[src/rtl/spi_pt_pkg.sv]
// Shared types and field positions for the housekeeping SPI pass-thru router.
package spi_pt_pkg;

    typedef enum logic [1:0] {
        ST_IDLE   = 2'd0,
        ST_CMD    = 2'd1,
        ST_PASS   = 2'd2,
        ST_IGNORE = 2'd3
    } pt_state_e;

    localparam int unsigned CMD_HI_MSB = 7;
    localparam int unsigned CMD_HI_LSB = 4;
    localparam int unsigned CMD_CH_MSB = 3;
    localparam int unsigned CMD_CH_LSB = 1;
    localparam int unsigned CH_W       = 3;
    localparam int unsigned MAX_CH     = 8;
    localparam int unsigned BYTE_CNT_W = 16;

    // Pass-thru when the high nibble matches the base, bit 0 is clear and the channel exists.
    function automatic logic is_pt_cmd(input logic [7:0] cmd, input logic [7:0] base,
                                       input int unsigned nch, input logic en);
        return en
            && (cmd[CMD_HI_MSB:CMD_HI_LSB] == base[CMD_HI_MSB:CMD_HI_LSB])
            && !cmd[0]
            && (32'(cmd[CMD_CH_MSB:CMD_CH_LSB]) < nch);
    endfunction

endpackage

[src/rtl/spi_pt_sync.sv]
// N-stage synchroniser for an asynchronous input, with single-clock edge pulses.
module spi_pt_sync #(
    parameter int unsigned STAGES    = 2,
    parameter logic        RESET_VAL = 1'b0
) (
    input  logic clk,
    input  logic rst_n,
    input  logic d_i,
    output logic q_o,
    output logic rise_c,
    output logic fall_c
);

    logic [STAGES-1:0] sync_q;
    logic              prev_q;

    always_ff @(posedge clk or negedge rst_n) begin
        if (!rst_n) begin
            sync_q <= {STAGES{RESET_VAL}};
            prev_q <= RESET_VAL;
        end else begin
            sync_q <= {sync_q[STAGES-2:0], d_i};
            prev_q <= sync_q[STAGES-1];
        end
    end

    assign q_o    = sync_q[STAGES-1];
    assign rise_c = sync_q[STAGES-1] & ~prev_q;
    assign fall_c = ~sync_q[STAGES-1] & prev_q;

endmodule

[src/rtl/spi_pass_thru_router.sv]
// Housekeeping SPI front end: decodes the first host byte and either bridges the
// host to one downstream SPI channel or hands the opcode to housekeeping.
module spi_pass_thru_router
    import spi_pt_pkg::*;
#(
    parameter int unsigned NCH         = 2,
    parameter logic [7:0]  CMD_BASE    = 8'hC0,
    parameter int unsigned SYNC_STAGES = 2,
    parameter int unsigned RESET_CH    = 0
) (
    input  logic                  clock,
    input  logic                  resetb,
    input  logic                  host_csb,
    input  logic                  host_sck,
    input  logic                  host_sdi,
    output logic                  host_sdo,
    output logic                  host_sdo_oe,
    input  logic                  enable,
    output logic [NCH-1:0]        ch_csb,
    output logic [NCH-1:0]        ch_sck,
    output logic [NCH-1:0]        ch_sdo,
    output logic [NCH-1:0]        ch_oe,
    input  logic [NCH-1:0]        ch_sdi,
    output logic [7:0]            hk_cmd,
    output logic                  hk_cmd_valid,
    output logic                  pt_active,
    output logic [CH_W-1:0]       pt_channel,
    output logic                  cpu_reset_req,
    output logic [BYTE_CNT_W-1:0] byte_count
);

    logic           unused_csb_lvl, unused_sdi_rise, unused_sdi_fall;
    logic           csb_rise_c, csb_fall_c, sck_s, sck_rise_c, sck_fall_c, sdi_s;
    logic [NCH-1:0] ch_sdi_s, unused_ch_rise, unused_ch_fall;

    spi_pt_sync #(.STAGES(SYNC_STAGES), .RESET_VAL(1'b1)) u_sync_csb (
        .clk(clock), .rst_n(resetb), .d_i(host_csb),
        .q_o(unused_csb_lvl), .rise_c(csb_rise_c), .fall_c(csb_fall_c));
    spi_pt_sync #(.STAGES(SYNC_STAGES), .RESET_VAL(1'b0)) u_sync_sck (
        .clk(clock), .rst_n(resetb), .d_i(host_sck),
        .q_o(sck_s), .rise_c(sck_rise_c), .fall_c(sck_fall_c));
    spi_pt_sync #(.STAGES(SYNC_STAGES), .RESET_VAL(1'b0)) u_sync_sdi (
        .clk(clock), .rst_n(resetb), .d_i(host_sdi),
        .q_o(sdi_s), .rise_c(unused_sdi_rise), .fall_c(unused_sdi_fall));

    for (genvar g = 0; g < NCH; g++) begin : g_ch_sync
        spi_pt_sync #(.STAGES(SYNC_STAGES), .RESET_VAL(1'b0)) u_sync_ch (
            .clk(clock), .rst_n(resetb), .d_i(ch_sdi[g]),
            .q_o(ch_sdi_s[g]), .rise_c(unused_ch_rise[g]), .fall_c(unused_ch_fall[g]));
    end

    pt_state_e             state_q, state_d;
    logic [2:0]            bit_cnt_q, bit_cnt_d;
    logic [6:0]            shift_q, shift_d;
    logic [CH_W-1:0]       pt_channel_q, chan_d;
    logic [7:0]            hk_cmd_q, hk_cmd_d;
    logic                  hk_cmd_valid_q, hk_cmd_valid_d;
    logic [BYTE_CNT_W-1:0] byte_count_q, byte_count_d;
    logic [NCH-1:0]        ch_csb_q, ch_csb_d, ch_sck_q, ch_sck_d;
    logic [NCH-1:0]        ch_sdo_q, ch_sdo_d, ch_oe_q, ch_oe_d;
    logic                  host_sdo_q, host_sdo_d, host_sdo_oe_q, pt_active_q, pass_c;
    logic                  cpu_reset_req_q, cpu_reset_req_d;
    logic [7:0]            cmd_c;
    logic [MAX_CH-1:0]     sel_oh_c, sdi_pad_c;
    logic [NCH-1:0]        sel_c;

    assign sdi_pad_c = MAX_CH'(ch_sdi_s);

    always_ff @(posedge clock or negedge resetb) begin
        if (!resetb) begin
            state_q         <= ST_IDLE;
            bit_cnt_q       <= '0;
            shift_q         <= '0;
            pt_channel_q    <= '0;
            hk_cmd_q        <= '0;
            hk_cmd_valid_q  <= 1'b0;
            byte_count_q    <= '0;
            ch_csb_q        <= '1;
            ch_sck_q        <= '0;
            ch_sdo_q        <= '0;
            ch_oe_q         <= '0;
            host_sdo_q      <= 1'b0;
            host_sdo_oe_q   <= 1'b0;
            pt_active_q     <= 1'b0;
            cpu_reset_req_q <= 1'b0;
        end else begin
            state_q         <= state_d;
            bit_cnt_q       <= bit_cnt_d;
            shift_q         <= shift_d;
            pt_channel_q    <= chan_d;
            hk_cmd_q        <= hk_cmd_d;
            hk_cmd_valid_q  <= hk_cmd_valid_d;
            byte_count_q    <= byte_count_d;
            ch_csb_q        <= ch_csb_d;
            ch_sck_q        <= ch_sck_d;
            ch_sdo_q        <= ch_sdo_d;
            ch_oe_q         <= ch_oe_d;
            host_sdo_q      <= host_sdo_d;
            host_sdo_oe_q   <= pass_c;
            pt_active_q     <= pass_c;
            cpu_reset_req_q <= cpu_reset_req_d;
        end
    end

    always_comb begin
        state_d        = state_q;
        bit_cnt_d      = bit_cnt_q;
        shift_d        = shift_q;
        chan_d         = pt_channel_q;
        hk_cmd_d       = hk_cmd_q;
        hk_cmd_valid_d = 1'b0;
        byte_count_d   = byte_count_q;
        cmd_c          = {shift_q, sdi_s};

        // csb release (or enable loss while bridging) tears the channel down on this clock
        if (csb_rise_c) begin
            state_d = ST_IDLE;
        end else begin
            case (state_q)
                ST_IDLE: begin
                    if (csb_fall_c) begin
                        state_d      = ST_CMD;
                        bit_cnt_d    = '0;
                        shift_d      = '0;
                        byte_count_d = '0;
                    end
                end
                ST_CMD: begin
                    if (sck_rise_c) begin
                        shift_d   = cmd_c[6:0];
                        bit_cnt_d = bit_cnt_q + 3'd1;
                        if (bit_cnt_q == 3'd7) begin
                            if (is_pt_cmd(cmd_c, CMD_BASE, NCH, enable)) begin
                                state_d = ST_PASS;
                                chan_d  = cmd_c[CMD_CH_MSB:CMD_CH_LSB];
                            end else begin
                                state_d        = ST_IGNORE;
                                hk_cmd_d       = cmd_c;
                                hk_cmd_valid_d = 1'b1;
                            end
                        end
                    end
                end
                ST_PASS: begin
                    if (!enable) begin
                        state_d = ST_IGNORE;
                    end else if (sck_rise_c) begin
                        bit_cnt_d = bit_cnt_q + 3'd1;
                        if ((bit_cnt_q == 3'd7) && (byte_count_q != '1)) begin
                            byte_count_d = byte_count_q + BYTE_CNT_W'(1);
                        end
                    end
                end
                ST_IGNORE: ;
                default: state_d = ST_IDLE;
            endcase
        end

        // channel outputs follow the next state so teardown and entry are registered together
        pass_c          = (state_d == ST_PASS);
        sel_oh_c        = MAX_CH'(1) << chan_d;
        sel_c           = sel_oh_c[NCH-1:0];
        ch_csb_d        = '1;
        ch_sck_d        = '0;
        ch_sdo_d        = '0;
        ch_oe_d         = '0;
        host_sdo_d      = 1'b0;
        cpu_reset_req_d = pass_c && (RESET_CH < NCH) && (32'(chan_d) == RESET_CH);
        if (pass_c) begin
            ch_csb_d   = sck_fall_c ? ~sel_c : ch_csb_q;
            ch_sck_d   = sel_c & {NCH{sck_s}};
            ch_sdo_d   = sel_c & {NCH{sdi_s}};
            ch_oe_d    = sel_c;
            host_sdo_d = sdi_pad_c[chan_d];
        end
    end

    assign host_sdo      = host_sdo_q;
    assign host_sdo_oe   = host_sdo_oe_q;
    assign ch_csb        = ch_csb_q;
    assign ch_sck        = ch_sck_q;
    assign ch_sdo        = ch_sdo_q;
    assign ch_oe         = ch_oe_q;
    assign hk_cmd        = hk_cmd_q;
    assign hk_cmd_valid  = hk_cmd_valid_q;
    assign pt_active     = pt_active_q;
    assign pt_channel    = pt_channel_q;
    assign cpu_reset_req = cpu_reset_req_q;
    assign byte_count    = byte_count_q;

endmodule

[config.mk]
export PLATFORM = sky130hd
export DESIGN_NAME = spi_pass_thru_router
export DESIGN_NICKNAME = d
export VERILOG_FILES = /design/src/rtl/spi_pt_pkg.sv /design/src/rtl/spi_pt_sync.sv /design/src/rtl/spi_pass_thru_router.sv
export SDC_FILE = /design/constraint.sdc
export NUM_CORES = 1
export LEC_CHECK = 0
export BUFFER_PORTS_ARGS = -buffer_cell sky130_fd_sc_hd__buf_2
export CAP_MARGIN = 25
export CORE_MARGIN = 2
export CORE_UTILIZATION = 52
export CTS_BUF_LIST = sky130_fd_sc_hd__clkbuf_4
export CTS_CLUSTER_DIAMETER = 40
export CTS_CLUSTER_SIZE = 28
export DETAILED_ROUTE_END_ITERATION = 16
export GPL_TIMING_DRIVEN = 0
export PLACE_DENSITY = 0.74
export SYNTH_ARGS = -nofsm -noshare
export SYNTH_HDL_FRONTEND = slang
export SYNTH_SLANG_ARGS = --single-unit
[constraint.sdc]
create_clock -name clock -period 3.04 [get_ports clock]
set_clock_uncertainty 0.15 [all_clocks]
set_input_delay 0.912 -clock clock [delete_from_list [all_inputs] [get_ports clock]]
set_output_delay 0.912 -clock clock [all_outputs]
set_load 0.01 [all_outputs]
* Word level (Yosys, flattened, before mapping)
Index checks and enable logic that the tools add are counted.
** Word-level totals
- Register bits after elaboration :: 63
- Latch bits :: 0
- RAM bits :: 0
- ROM bits :: 0
- Input bits :: 8
- Output and inout bits :: 40
- Word-level logic and storage cells :: 103
- Memories :: 0
** Operators by class
- $add $sub $neg :: 2
- Multipliers :: 0
- Div/mod/pow operators :: 0
- Order comparisons :: 2
- Equality and inequality tests :: 12
- Shift operators :: 1
- Multiplexer cells :: 37
- Bitwise operators :: 13
- Reduce and logical (&&, ||, !) cells :: 15
** Operators by type and width (number)
- $mux W16 :: 4
- $pmux W16 S2 :: 1
- $mux W3 :: 8
- $mux W2 :: 10
- $add A16 B1 Y16 const B :: 1
- $ne A16 B16 Y1 const B :: 1
- $mux W7 :: 2
- $pmux W7 S2 :: 1
- $ne A2 B2 Y1 const B :: 6
- $pmux W3 S3 :: 1
- $mux W1 :: 8
- $reduce_and A4 Y1 :: 2
- $not A1 Y1 :: 6
- $pmux W2 S3 :: 1
- $reduce_and A6 Y1 :: 1
- $logic_and A1 B1 Y1 :: 5
- $reduce_and A5 Y1 :: 1
- $and A1 B1 Y1 :: 4
- $and A2 B2 Y2 :: 2
- $eq A2 B2 Y1 const B :: 2
- $eq A4 B4 Y1 const B :: 1
- $lt A3 B4 Y1 const B :: 1
- $reduce_bool A2 Y1 :: 2
- $add A3 B1 Y3 const B :: 1
- other kinds (10) :: 10

* Depth between registers and ports, before layout
- Word-level depth :: 13
- Depth in mapped cells :: 10
- Depth with buffers taken out :: 7

* Cells and area by module
A second synthesis with hierarchy kept.
** Unflattened totals
- Cell total of the unflattened synthesis :: 264
- Area total of the unflattened synthesis :: 2952.8 µm²
** Modules (own cells, without submodules)
- spi_pass_thru_router :: times used 1, cells each 239, area each 2498.6 µm², sequential area each 1278.7 µm²
- spi_pt_sync (g_ch_sync[0].u_sync_ch ...) :: times used 4, cells each 5, area each 90.1 µm², sequential area each 75.1 µm²
- spi_pt_sync (u_sync_csb) :: times used 1, cells each 5, area each 93.8 µm², sequential area each 78.8 µm²

* Worst setup path before layout
OpenSTA, ideal clock, no wires.
- Kind :: reg2reg
- From :: reg state_q[0]
- To :: reg byte_count_q[14] (netlist: byte_count[14])
- Library setup time :: 78 ps
- Data arrival time :: 2029 ps
- Required time :: 2812 ps
- Setup slack :: 783 ps
- Stages on the path, launching flop included :: 10
- Path buffers :: 2
- Period minus slack after synthesis :: 2257 ps
- Path through :: dfrtp_1 > inv_1 > ha_1 > buf_6 > and4bb_2 > a31o_4 > nor2_2 > buf_6 > or4_1 > a21oi_1
** On the way
- Longest elaborated chain between the ends :: 3
- Elaborated cells on any way between the ends :: 9
- Those cells by class :: eq/ne (5); mux (1); reduce/logical (3)
** RTL lines
- start: declaration :: RTL line spi_pass_thru_router.sv:52 : pt_state_e state_q, state_d;
- start signal: assignment :: RTL line spi_pass_thru_router.sv:87 : state_q <= state_d;
- $eq A2 B2 Y1 or $logic_not A2 Y1 (tied branches) :: RTL line spi_pass_thru_router.sv:119 : case (state_q)
- $ne A2 B2 Y1 (no line) or $reduce_bool A2 Y1 (tied branches)
- $reduce_and A6 Y1 (no line)
- end signal: assignment :: RTL line spi_pass_thru_router.sv:93 : byte_count_q <= byte_count_d;
- end: declaration :: RTL line spi_pass_thru_router.sv:58 : logic [BYTE_CNT_W-1:0] byte_count_q, byte_count_d;
Parallel ways exist; a longest one is shown, timed or not.
A chain may end at the register's enable or synchronous reset.

* Final worst setup path
- From :: reg state_q[0]
- To :: reg byte_count_q[13] (netlist: byte_count[13])
Same word-level chain as after synthesis.

==> metrics <==
Detailed Route Iter0 Violations 72; CP Cell Sequence inv_1 > ha_1 > buf_6 > and4bb_2 > a31o_4 > nor2_2 > buf_6 > buf_2 > o31ai_1 > a21oi_1; hold buffers post-CTS 0; Setup WS post-layout 580 ps; antenna-violating nets left 0; 1st-pass router iterations 5; fillers 487; post-synthesis cell type count 52; dpl cell area 3340 sq um; via density per instance 5.65; CP top delay family buffers and inverters; Avg Inst Size Synth 10.4 sq um; final setup vio count 0; RSZ-0062 raised after global routing no; Vert. Die Dim 79.9 um; Syn Nets 304; fmax 407 MHz; slew margin rel. 0.554; CP Launch Type flop; post-CTS setup buffers 0; Tcrit/Tclk final 0.809; Synth async-reset ratio 1.00; yosys warns 0; sequential share of the synthesized area 0.529; Post-CTS Resized 0; Total GRT Usage 0.216; RR Startpoint state_q[0]; crit path kind flop to flop; CP Capture Type flop; Tightest Hold Check Type flop to flop; Worst Tran Pin Value 666 ps; row count 27; hold path depth 0; routed vias 2391; VDD IR-drop max 0.323 mV; # DRC 0; setup total negative slack 0 ps; clock sink total 63; design area 3430 sq um; worst path required time 3200 ps; Worst path max stage delay 430 ps; Synth area leaders dfrtp_1 (49%), dfstp_2 (4.4%), nand2_1 (3.5%); final design utilization 0.620; post-synth top area cell dfrtp_1; first-pass GRT wire length 10700 um; CTS clock-pin slew for the worst setup and hold paths 100 ps; drt wl/cell 14.7 um; TritonCTS buffer count 9; crit-path max FO 10; diode count 0; flop2flop setup slack 580 ps; Min-Delay Endpoint u_sync_sck.sync_q[1]; max_cap viols 0; Worst EP arrival 2620 ps; area share of the largest cell type after synthesis 0.485; nets@finish 363; FF+latch count, synth 63; die width 79.9 um; Multi-input gate area 1290 sq um; clock tree buffer depth 2; Post-synth EDFFs 0; Worst R2R End byte_count[13]; number of I/O pins 48; Layout area overhead 14.8%; clock root buffer clkbuf_4; total gr overflow 0; Leak 1.62 nW; initial antenna violation count 0; layout cells sized above 1 0.254; Die Area 6380 sq um; Hold Vio Cnt, Final 0; vias in the first global route 2321; clock tree from TritonCTS yes; Cell Area, Synth 2990 sq um; Routed WL 6200 um; Clock Latency Late Sink 390 ps; Max Slew Vio Count 0; DP Wirelength 4480 um; shortest period the worst path allows 2460 ps; top_reg_cell synth dfrtp_1; slowest CP cell dfrtp_1; power per standard cell area 484 nW/um^2; crit-path most repeated cell buf_6; htree depth 3; PortBufs 47; status finished, final reports clean; Buf+Inv Stages, Crit Path 4; Place WS 455 ps; Post-Syn Instances 288; Starting Density 0.540; RePlAce Congestion 0.918; Tot Pwr 0.00166 W; Register Area 1580 sq um; largest net degree at the start of global routing 42; worst r2r path cells 10; hold path startpoint u_sync_sck.sync_q[0]; CORE AREA 5540 sq um
-- cells in the final DEF (no fill, tap or decap), types with 2 or more instances in the layout --
cell      instances
dfstp_2           5
or4_1            10
or2_2             5
and2_1            3
buf_6             2
nor2_2            2
nand3_1          14
o211ai_1          3
nand2_1          28
mux2_2            3
nand3b_1          2
o31ai_1           7
buf_2            49
o21ai_0          21
a21oi_1          19
clkbuf_1          4
nor2b_1           5
nor3b_1           4
clkinv_2          2
o41ai_1           2
nand2b_1          8
inv_1            17
clkbuf_4          9
nand4b_1          2
dfrtp_1          58
nand4_1          11
mux2i_1           4
nor3_1            7
clkinv_1          3
nor2_1            8
ha_1              8
-- report_power, final --
group	internal, W	total, W	leakage [nW]	switching, W
Sequential	0.000875	0.000906	0.808	0.0000313
Combinational	0.000113	0.000316	0.754	0.000204
Clock	0.000153	0.000438	0.0541	0.000286
Total	0.00114	0.00166	1.62	0.000520
-- layer usage --
| metal | track usage | share of wire | vias up |
|---|---|---|---|
| met3 | 0.0419 | 0.044 | 4 |
| met2 | 0.359 | 0.51 | 54 |
| li1 | - | - | 1161 |
| met1 | 0.276 | 0.44 | 1172 |
| met5 | 0 | 0 | - |
| met4 | 0.0932 | 0.0050 | 0 |
-- worst register-to-register path, delay by kind of cell, from the launching register on --
family          cells  cell delay [ps]
simple gates        2              470
fa+ha+maj           1              180
flops               1              430
buf+inv             4              680
compound gates      3              480
-- through the flow --
stage / hold slack, ps / std cells
final: 205 / 423
after detailed placement: 186 / 408
after floorplan: 181 / 288
after global placement: 182 / 407
after global routing: 212 / 423
after CTS: 208 / 423
-- layout make-up --
cell class	instances	area share
well taps	72	0.0262
repair buffers	48	0.0743
plain buffers	10	0.0171
multi-input cells	198	0.375
clock buffers	9	0.0197
clock inverters	6	0.00838
inverters	17	0.0186
flip-flops and latches	63	0.461
-- registers in the layout, summed over array words and instances, names as in the netlist, 3 cells and up --
| name | count |
|---|---|
| g_ch_sync.u_sync_ch.sync_q | 4 |
| bit_cnt_q | 3 |
| byte_count | 16 |
| hk_cmd | 8 |
| shift_q | 7 |
| pt_channel | 3 |
-- kinds of logic after synthesis --
| group | Yosys count | share of synthesized area |
|---|---|---|
| flip-flops | 63 | 0.529 |
| buffers and inverters | 27 | 0.0410 |
| adder cells (fa/ha/maj) | 8 | 0.0335 |
| AND/OR/NAND/NOR | 117 | 0.231 |
| AO/OA/AOI/OAI | 66 | 0.141 |
| multiplexers | 7 | 0.0247 |
-- cell usage after synthesis (5+ instances only) --
| library cell | n |
|---|---|
| a21oi_1 | 19 |
| o31ai_1 | 7 |
| nor3_1 | 7 |
| dfrtp_1 | 58 |
| nand3_1 | 14 |
| nand4_1 | 11 |
| nor2_1 | 8 |
| or4_1 | 10 |
| inv_1 | 17 |
| nor2b_1 | 5 |
| ha_1 | 8 |
| dfstp_2 | 5 |
| nand2b_1 | 8 |
| o21ai_0 | 21 |
| nand2_1 | 28 |
| or2_2 | 5 |
-- worst max-delay path by stage --
stage / from / end / slack, ps / cells after the start
final: state_q[0] / byte_count[13] / 580 / 10
after global routing: state_q[1] / shift_q[3] / 290 / 8
after CTS: state_q[0] / byte_count[13] / 560 / 10
after detailed placement: enable / cpu_reset_req / 460 / 6
after global placement: enable / ch_oe[1] / 510 / 6
after floorplan: state_q[0] / byte_count[14] / 780 / 9
No activity file was read; power rests on OpenSTA's default activity.
